## config.mk

```make
export PLATFORM = sky130hd
export DESIGN_NAME = ryu_anim_ctrl_flat
export DESIGN_NICKNAME = d
export VERILOG_FILES = /design/src/rtl/ryu_anim_ctrl_if.sv /design/src/rtl/ryu_anim_ctrl.sv /design/src/flat_wrapper.sv
export SDC_FILE = /design/constraint.sdc
export NUM_CORES = 1
export LEC_CHECK = 0
export BUFFER_PORTS_ARGS = -buffer_cell sky130_fd_sc_hd__buf_2
export CORE_ASPECT_RATIO = 1.75
export CORE_UTILIZATION = 30
export CTS_BUF_LIST = sky130_fd_sc_hd__clkbuf_4 sky130_fd_sc_hd__clkbuf_8 sky130_fd_sc_hd__clkbuf_16
export DETAILED_ROUTE_END_ITERATION = 12
export GPL_TIMING_DRIVEN = 0
export PLACE_DENSITY_LB_ADDON = 0.2
export SETUP_SLACK_MARGIN = 0.4
export SYNTH_ARGS = -nofsm -noshare
export SYNTH_HDL_FRONTEND = slang
export SYNTH_SLANG_ARGS = --single-unit
```

## constraint.sdc

```tcl
create_clock -name vga_clk -period 2.8 [get_ports vga_clk]
set_input_delay 0.84 -clock vga_clk [delete_from_list [all_inputs] [get_ports vga_clk]]
set_output_delay 0.84 -clock vga_clk [all_outputs]
set_load 0.02 [all_outputs]
```

## src/rtl/ryu_anim_ctrl_if.sv

```systemverilog
// Control/status bundle for the Ryu animation controller.
// master: the side producing frame ticks and key levels; slave: the controller.
interface ryu_anim_ctrl_if;
    logic       frame_tick;
    logic       key_left;
    logic       key_right;
    logic       key_up;
    logic       key_down;
    logic       key_punch;
    logic       hit;
    logic [3:0] sprite;
    logic [9:0] RyuX;
    logic [9:0] RyuY;
    logic       attack_active;
    logic       busy;

    modport master (
        output frame_tick, key_left, key_right, key_up, key_down, key_punch, hit,
        input  sprite, RyuX, RyuY, attack_active, busy
    );

    modport slave (
        input  frame_tick, key_left, key_right, key_up, key_down, key_punch, hit,
        output sprite, RyuX, RyuY, attack_active, busy
    );
endinterface

```

## src/rtl/ryu_anim_ctrl.sv

```systemverilog
// Ryu character animation controller: frame-tick driven state machine that
// produces a sprite selector and anchor position from level-sampled keys.
// Optional idle breathing animation: define RYU_IDLE_PULSE_EN.
module ryu_anim_ctrl #(
    parameter logic [9:0] X_MIN        = 10'd16,
    parameter logic [9:0] X_MAX        = 10'd560,
    parameter logic [9:0] GROUND_Y     = 10'd300,
    parameter logic [9:0] WALK_STEP    = 10'd2,
    parameter logic [9:0] JUMP_STEP    = 10'd4,
    parameter logic [5:0] JUMP_HALF    = 6'd16,
    parameter logic [5:0] PUNCH_FRAMES = 6'd12,
    parameter logic [5:0] PULSE_PERIOD = 6'd30
) (
    input  logic            vga_clk,
    input  logic            reset_n,
    ryu_anim_ctrl_if.slave  io
);

    localparam logic [2:0] S_IDLE   = 3'd0;
    localparam logic [2:0] S_WALK_L = 3'd1;
    localparam logic [2:0] S_WALK_R = 3'd2;
    localparam logic [2:0] S_CROUCH = 3'd3;
    localparam logic [2:0] S_PUNCH  = 3'd4;
    localparam logic [2:0] S_JUMP   = 3'd5;
    localparam logic [2:0] S_JATK   = 3'd6;
    localparam logic [2:0] S_DEATH  = 3'd7;

    // One shared counter: punch frames remaining, or jump phase (0..2*JUMP_HALF).
    localparam logic [6:0] PUNCH_LOAD = {1'b0, PUNCH_FRAMES - 6'd1};
    localparam logic [6:0] JUMP_END   = {JUMP_HALF, 1'b0};

    logic [2:0] st_q, st_d, ev_st;
    logic [9:0] x_q, x_d, ev_x;
    logic [9:0] y_q, y_d;
    logic [6:0] cnt_q, cnt_d, ev_cnt;
    logic [3:0] sprite_q, sprite_d;
    logic       atk_q, busy_q;
    logic       pph_d;

    // Key evaluation used whenever the character is free to act.
    always_comb begin
        ev_st  = S_IDLE;
        ev_x   = x_q;
        ev_cnt = 7'd0;
        if (io.key_up) begin
            ev_st = S_JUMP;
        end else if (io.key_punch) begin
            ev_st  = S_PUNCH;
            ev_cnt = PUNCH_LOAD;
        end else if (io.key_down) begin
            ev_st = S_CROUCH;
        end else if (io.key_left && !io.key_right) begin
            ev_st = S_WALK_L;
            ev_x  = (x_q >= X_MIN + WALK_STEP) ? x_q - WALK_STEP : X_MIN;
        end else if (io.key_right && !io.key_left) begin
            ev_st = S_WALK_R;
            ev_x  = (x_q <= X_MAX - WALK_STEP) ? x_q + WALK_STEP : X_MAX;
        end
    end

    // Next state: hit wins over any tick; DEATH holds until reset.
    always_comb begin
        st_d  = st_q;
        x_d   = x_q;
        y_d   = y_q;
        cnt_d = cnt_q;
        if (st_q != S_DEATH) begin
            if (io.hit) begin
                st_d  = S_DEATH;
                y_d   = GROUND_Y;
                cnt_d = 7'd0;
            end else if (io.frame_tick) begin
                case (st_q)
                    S_PUNCH: begin
                        if (cnt_q == 7'd0) begin
                            st_d  = ev_st;
                            x_d   = ev_x;
                            cnt_d = ev_cnt;
                        end else begin
                            cnt_d = cnt_q - 7'd1;
                        end
                    end
                    S_JUMP, S_JATK: begin
                        if (cnt_q == JUMP_END) begin
                            st_d  = ev_st;
                            x_d   = ev_x;
                            cnt_d = ev_cnt;
                        end else begin
                            cnt_d = cnt_q + 7'd1;
                            y_d   = (cnt_q < {1'b0, JUMP_HALF}) ? y_q - JUMP_STEP
                                                                : y_q + JUMP_STEP;
                            if (st_q == S_JUMP && io.key_punch) st_d = S_JATK;
                        end
                    end
                    default: begin
                        st_d  = ev_st;
                        x_d   = ev_x;
                        cnt_d = ev_cnt;
                    end
                endcase
            end
        end
    end

`ifdef RYU_IDLE_PULSE_EN
    logic [5:0] pcnt_q, pcnt_d;
    logic       pph_q;

    // Breathing phase: toggles every PULSE_PERIOD ticks spent in IDLE.
    always_comb begin
        pcnt_d = pcnt_q;
        pph_d  = pph_q;
        if (st_d != S_IDLE || st_q != S_IDLE) begin
            pcnt_d = 6'd0;
            pph_d  = 1'b0;
        end else if (io.frame_tick) begin
            if (pcnt_q == PULSE_PERIOD - 6'd1) begin
                pcnt_d = 6'd0;
                pph_d  = ~pph_q;
            end else begin
                pcnt_d = pcnt_q + 6'd1;
            end
        end
    end

    // Breathing counter registers.
    always_ff @(posedge vga_clk or negedge reset_n) begin
        if (!reset_n) begin
            pcnt_q <= 6'd0;
            pph_q  <= 1'b0;
        end else begin
            pcnt_q <= pcnt_d;
            pph_q  <= pph_d;
        end
    end
`else
    // No breathing: IDLE always shows stand; the period only matters when enabled.
    assign pph_d = 1'b0 & (|PULSE_PERIOD);
`endif

    // Sprite code follows the next state so it changes on the same edge.
    always_comb begin
        sprite_d = 4'd0;
        case (st_d)
            S_IDLE:   sprite_d = {3'b000, pph_d};
            S_WALK_L: sprite_d = 4'd5;
            S_WALK_R: sprite_d = 4'd6;
            S_CROUCH: sprite_d = 4'd4;
            S_PUNCH:  sprite_d = 4'd2;
            S_JUMP:   sprite_d = 4'd3;
            S_JATK:   sprite_d = 4'd8;
            S_DEATH:  sprite_d = 4'd7;
            default:  sprite_d = 4'd0;
        endcase
    end

    // State, position and registered outputs.
    always_ff @(posedge vga_clk or negedge reset_n) begin
        if (!reset_n) begin
            st_q     <= S_IDLE;
            x_q      <= X_MIN;
            y_q      <= GROUND_Y;
            cnt_q    <= 7'd0;
            sprite_q <= 4'd0;
            atk_q    <= 1'b0;
            busy_q   <= 1'b0;
        end else begin
            st_q     <= st_d;
            x_q      <= x_d;
            y_q      <= y_d;
            cnt_q    <= cnt_d;
            sprite_q <= sprite_d;
            atk_q    <= (st_d == S_PUNCH) || (st_d == S_JATK);
            busy_q   <= (st_d == S_PUNCH) || (st_d == S_JUMP) || (st_d == S_JATK);
        end
    end

    assign io.sprite        = sprite_q;
    assign io.RyuX          = x_q;
    assign io.RyuY          = y_q;
    assign io.attack_active = atk_q;
    assign io.busy          = busy_q;

endmodule

```

## src/flat_wrapper.sv

```systemverilog
// flat-port wrapper written by rule: the top's interface ports become plain ports
module ryu_anim_ctrl_flat 
#(
    parameter logic [9:0] X_MIN        = 10'd16,
    parameter logic [9:0] X_MAX        = 10'd560,
    parameter logic [9:0] GROUND_Y     = 10'd300,
    parameter logic [9:0] WALK_STEP    = 10'd2,
    parameter logic [9:0] JUMP_STEP    = 10'd4,
    parameter logic [5:0] JUMP_HALF    = 6'd16,
    parameter logic [5:0] PUNCH_FRAMES = 6'd12,
    parameter logic [5:0] PULSE_PERIOD = 6'd30
)
  (vga_clk, reset_n, io_frame_tick, io_key_left, io_key_right, io_key_up, io_key_down, io_key_punch, io_hit, io_sprite, io_RyuX, io_RyuY, io_attack_active, io_busy);
  ryu_anim_ctrl_if io_i ();
  input  logic vga_clk;
  input  logic reset_n;
  input wire logic [$bits(io_i.frame_tick)-1:0] io_frame_tick;
  input wire logic [$bits(io_i.key_left)-1:0] io_key_left;
  input wire logic [$bits(io_i.key_right)-1:0] io_key_right;
  input wire logic [$bits(io_i.key_up)-1:0] io_key_up;
  input wire logic [$bits(io_i.key_down)-1:0] io_key_down;
  input wire logic [$bits(io_i.key_punch)-1:0] io_key_punch;
  input wire logic [$bits(io_i.hit)-1:0] io_hit;
  output wire logic [$bits(io_i.sprite)-1:0] io_sprite;
  output wire logic [$bits(io_i.RyuX)-1:0] io_RyuX;
  output wire logic [$bits(io_i.RyuY)-1:0] io_RyuY;
  output wire logic [$bits(io_i.attack_active)-1:0] io_attack_active;
  output wire logic [$bits(io_i.busy)-1:0] io_busy;
  assign io_i.frame_tick = io_frame_tick;
  assign io_i.key_left = io_key_left;
  assign io_i.key_right = io_key_right;
  assign io_i.key_up = io_key_up;
  assign io_i.key_down = io_key_down;
  assign io_i.key_punch = io_key_punch;
  assign io_i.hit = io_hit;
  assign io_sprite = io_i.sprite;
  assign io_RyuX = io_i.RyuX;
  assign io_RyuY = io_i.RyuY;
  assign io_attack_active = io_i.attack_active;
  assign io_busy = io_i.busy;
  ryu_anim_ctrl #(.X_MIN(X_MIN), .X_MAX(X_MAX), .GROUND_Y(GROUND_Y), .WALK_STEP(WALK_STEP), .JUMP_STEP(JUMP_STEP), .JUMP_HALF(JUMP_HALF), .PUNCH_FRAMES(PUNCH_FRAMES), .PULSE_PERIOD(PULSE_PERIOD)) u_core (.vga_clk(vga_clk), .reset_n(reset_n), .io(io_i));
endmodule
```

==> impl_metrics.csv <==
group,metric,value,unit
clock_network,postCtsHoldBufs,0,
floorplan,core_area,8310,sq um
final_layout,fin_util,40.7,%
floorplan,die_area,8930,sq um
worst_setup_path,crit_required,2.96,ns
clock_network,cts_tree,"done",
synth,synth-compound-area-share,26.7,%
floorplan,die_w,71.9,microns
floorplan,initial_core_util,30.8,%
power,sequentialPowerShare,34.9,%
synth,synthTopCellsByArea,"dfrtp_1 (27%), ha_1 (5.9%), dfstp_2 (5.1%)",
power,peakVddDrop,346,uV
placed_design,dp.cells,452,
power,combPwrFrac,18.7,%
synth,synth_seq_area_share,32.5,%
placed_design,place_hpwl,5.25,mm
floorplan,rows,44,
worst_setup_path,r2r_start,"u_core.cnt_q[0]$_DFFE_PN0P_",
run_status,status,"complete, no violations",
routing,drt_iter0_markers,114,
timing,final.min_clock_period,2.51,ns
synth,synth_common_cells,"nand2_1 (29), dfrtp_1 (28), nor2_1 (22)",
grt,grt_pass1_vias,2482,
synth,synth.most_common_cell,"nand2_1",
worst_setup_path,worst-path-max-fanout,7,
floorplan,die-height,124,microns
timing,final_hold_viol_count,0,
min_path,holdCritStartpoint,"u_core.io.RyuY[7]$_DFFE_PN0P_",
worst_setup_path,cp.arrival,2.67,ns
power,p_int,1080,uW
synth,synthArstFlopShare,100,%
power,p_switching,382,uW
clock_network,numClockSinks,33,
power,p_per_area,432,nW/um^2
min_path,hp-class,"reg2reg",
timing,skew,0.00922,ns
clock_network,ctsRootBufferMaster,"clkbuf_16",
final_layout,finalNonFillerCells,478,
timing,maxSlewViolCount,0,
final_layout,antenna_cells,0,
routing,drc,0,
timing,rsz0062_at_grt,"yes",
clock_network,clkTransAtPathRegs,0.06,ns
routing,wirelength,7.16,mm
synth,synth-adder-area-share,6.64,%
synth,syn_area,2560,sq um
worst_setup_path,cpMaxStageDelayCell,"dfrtp_2",
grt,grt-ovfl-total,0,
final_layout,drive_above_1_share,31.4,%
worst_setup_path,slowest_delay,0.41,ns
grt,antenna_found_initial,0,
synth,synth_top_cell_area_share,27.3,%
clock_network,worstSkewPairLatency,0.29,ns
grt,grt_pass1_wl,11.8,mm
worst_setup_path,cp_cell_sequence,"inv_2 -> ha_4 -> or3b_4 -> buf_6 -> a2111o_1 -> a21oi_4 -> nand3_4 -> buf_8 -> o21ai_4 -> o31ai_2",
routing,ant_nets,0,
timing,finalSetupTns,0,ns
final_layout,area_growth_syn_to_layout,32.1,%
timing,holdWs,0.513,ns
routing,first_pass_iters,4,
floorplan,io_pins,35,
synth,yosysTopAreaCell,"dfrtp_1",
power,power.share.clock,46.3,%
synth,synth_top_family_by_area,"compound AO/OA/AOI/OAI gates",
clock_network,htree_levels,2,
timing,tightestPinTransition,0.808,ns
routing,wl_per_cell,15.0,microns
synth,synth-seq-cells,33,
worst_setup_path,setup.worst_path.end_class,"flop",
worst_setup_path,crit_type,"reg2reg",
min_path,whs_path_depth,2,
timing,fmax,0.398,GHz
power,p_leak,0.00146,uW
synth,ys_warn_count,0,
synth,synth-xor-area-share,2.73,%
synth,synthCells,305,
final_layout,nets,384,
routing,num_vias,2524,
grt,grt_usage,17.0,%
placed_design,io_buffers,30,
synth,synthSimpleGateAreaFrac,25.0,%
power,sw_frac_of_total,26.1,%
clock_network,clock_path_buffers,2,
timing,post-route-period-util,89.7,%
synth,synthMuxAreaShare,0,%
synth,synth-edff-count,0,
placed_design,place_congestion,0.884,
grt,grt_max_degree,34,
worst_setup_path,startpoint,"u_core.cnt_q[0]$_DFFE_PN0P_",
synth,synth_area_per_cell,8.41,sq um
synth,yosysUniqueCellTypes,62,
worst_setup_path,ff2ff_path_depth,10,
timing,final-setup-viol-count,0,
clock_network,cts_made_buffers,5,
timing,slew_headroom,46.2,%
routing,via_per_inst,5.28,
run,maxCapViolations,0,
final_layout,fillCellCount,848,
synth,ys.flop_type,"dfrtp_1",
worst_setup_path,setup.worst_path.start_class,"flop",
metrics by stage:
step | worst slack (ns) | power (uW) | cell area [sq um]
2_1_floorplan | 0.418 | 678 | 2580
3_3_place_gp | -0.0513 | 736 | 2870
3_5_place_dp | -0.112 | 738 | 2870
4_1_cts | 0.340 | 1450 | 3210
5_1_grt | 0.216 | 1520 | 3390
6_report | 0.287 | 1460 | 3390
cells by family (layout without fill, tap and decap cells):
group	Yosys count	in the layout
flops	33	33
other cells	1	3
fa+ha+maj	13	13
compound gates	96	96
xor+xnor	8	8
buf+inv	34	90
simple gates	120	120
routing by layer:
layer | vias up | global-route usage, % | routed length, microns
met5 | - | 0 | 0
met3 | 18 | 2.99 | 198
met1 | 1228 | 16.1 | 2590
met4 | 0 | 7.15 | 231
li1 | 1222 | - | -
met2 | 56 | 34.0 | 4140
timing repair:
item                       CTS  global route
setup endpoints to repair   21            18
resized for setup           17            32
pin swaps                   11             9
cloned                       1             0
buffers inserted             9             8
power by group through the flow:
stage	sequential (uW)	combinational, uW	clock [uW]
2_1_floorplan	529	150	0
3_3_place_gp	520	216	0
3_5_place_dp	521	217	0
4_1_cts	509	244	692
5_1_grt	513	305	704
6_report	511	274	678
critical path: cells and delay by family, from the launching register on:
family / cells / cell delay [ns]
adder cells (fa/ha/maj): 1 / 0.11
buffers and inverters: 3 / 0.44
AO/OA/AOI/OAI: 4 / 0.84
flip-flops: 1 / 0.41
AND/OR/NAND/NOR: 2 / 0.55
worst paths after layout:
path	endpoint	slack, ns
worst max register to register	u_core.io.RyuX[3]$_DFFE_PN0P_	0.29
worst max-delay path	u_core.io.RyuX[3]$_DFFE_PN0P_	0.29
min in group asynchronous	u_core.cnt_q[3]$_DFFE_PN0P_	0.62
worst min-delay path	u_core.io.RyuY[7]$_DFFE_PN0P_	0.51
max in group asynchronous	u_core.cnt_q[0]$_DFFE_PN0P_	1.65
worst min register to register	u_core.io.RyuY[7]$_DFFE_PN0P_	0.51
cell usage in the layout (no fill, tap or decap), types with 3 or more instances in the layout:
cell type | synthesis | layout
buf_2 | 0 | 32
nand2_1 | 29 | 28
dfrtp_1 | 28 | 27
nor2_1 | 22 | 22
a21oi_1 | 21 | 17
o21ai_0 | 17 | 16
buf_4 | 3 | 15
inv_1 | 14 | 12
nor3_1 | 13 | 12
clkbuf_1 | 14 | 9
nand3_1 | 9 | 9
ha_1 | 12 | 9
buf_6 | 3 | 7
o22ai_1 | 7 | 7
nand2b_1 | 6 | 6
and2_1 | 6 | 5
or3_1 | 5 | 5
or2_2 | 5 | 5
a21o_1 | 5 | 5
xnor2_1 | 5 | 5
o22a_1 | 5 | 5
clkbuf_16 | 0 | 5
dfstp_2 | 5 | 5
nor4_1 | 4 | 4
nor2b_1 | 4 | 4
a21oi_2 | 0 | 4
a211oi_1 | 4 | 4
and3_1 | 4 | 4
xor2_1 | 3 | 3
a22oi_1 | 3 | 3
o21ai_4 | 0 | 3
ha_4 | 0 | 3
conb_1 | 1 | 3
sequential cells by signal, indices dropped and copies added (netlist names):
name	cells
u_core.io.RyuX	9
u_core.io.RyuY	8
u_core.cnt_q	7
u_core.io.sprite	4
u_core.st_q	3
u_core.io.attack_active	1
u_core.io.busy	1
layout make-up:
class | instances | area (sq um) | area share (%)
buffer | 20 | 121 | 3.58
clock inverter | 1 | 30.0 | 0.887
clock buffer | 7 | 146 | 4.32
sequential | 33 | 833 | 24.6
timing repair buffer | 48 | 324 | 9.57
multi-input combinational | 240 | 1730 | 51.2
inverter | 14 | 52.6 | 1.55
tap | 115 | 144 | 4.25
Note: power is estimated with default switching activity, not from simulation.
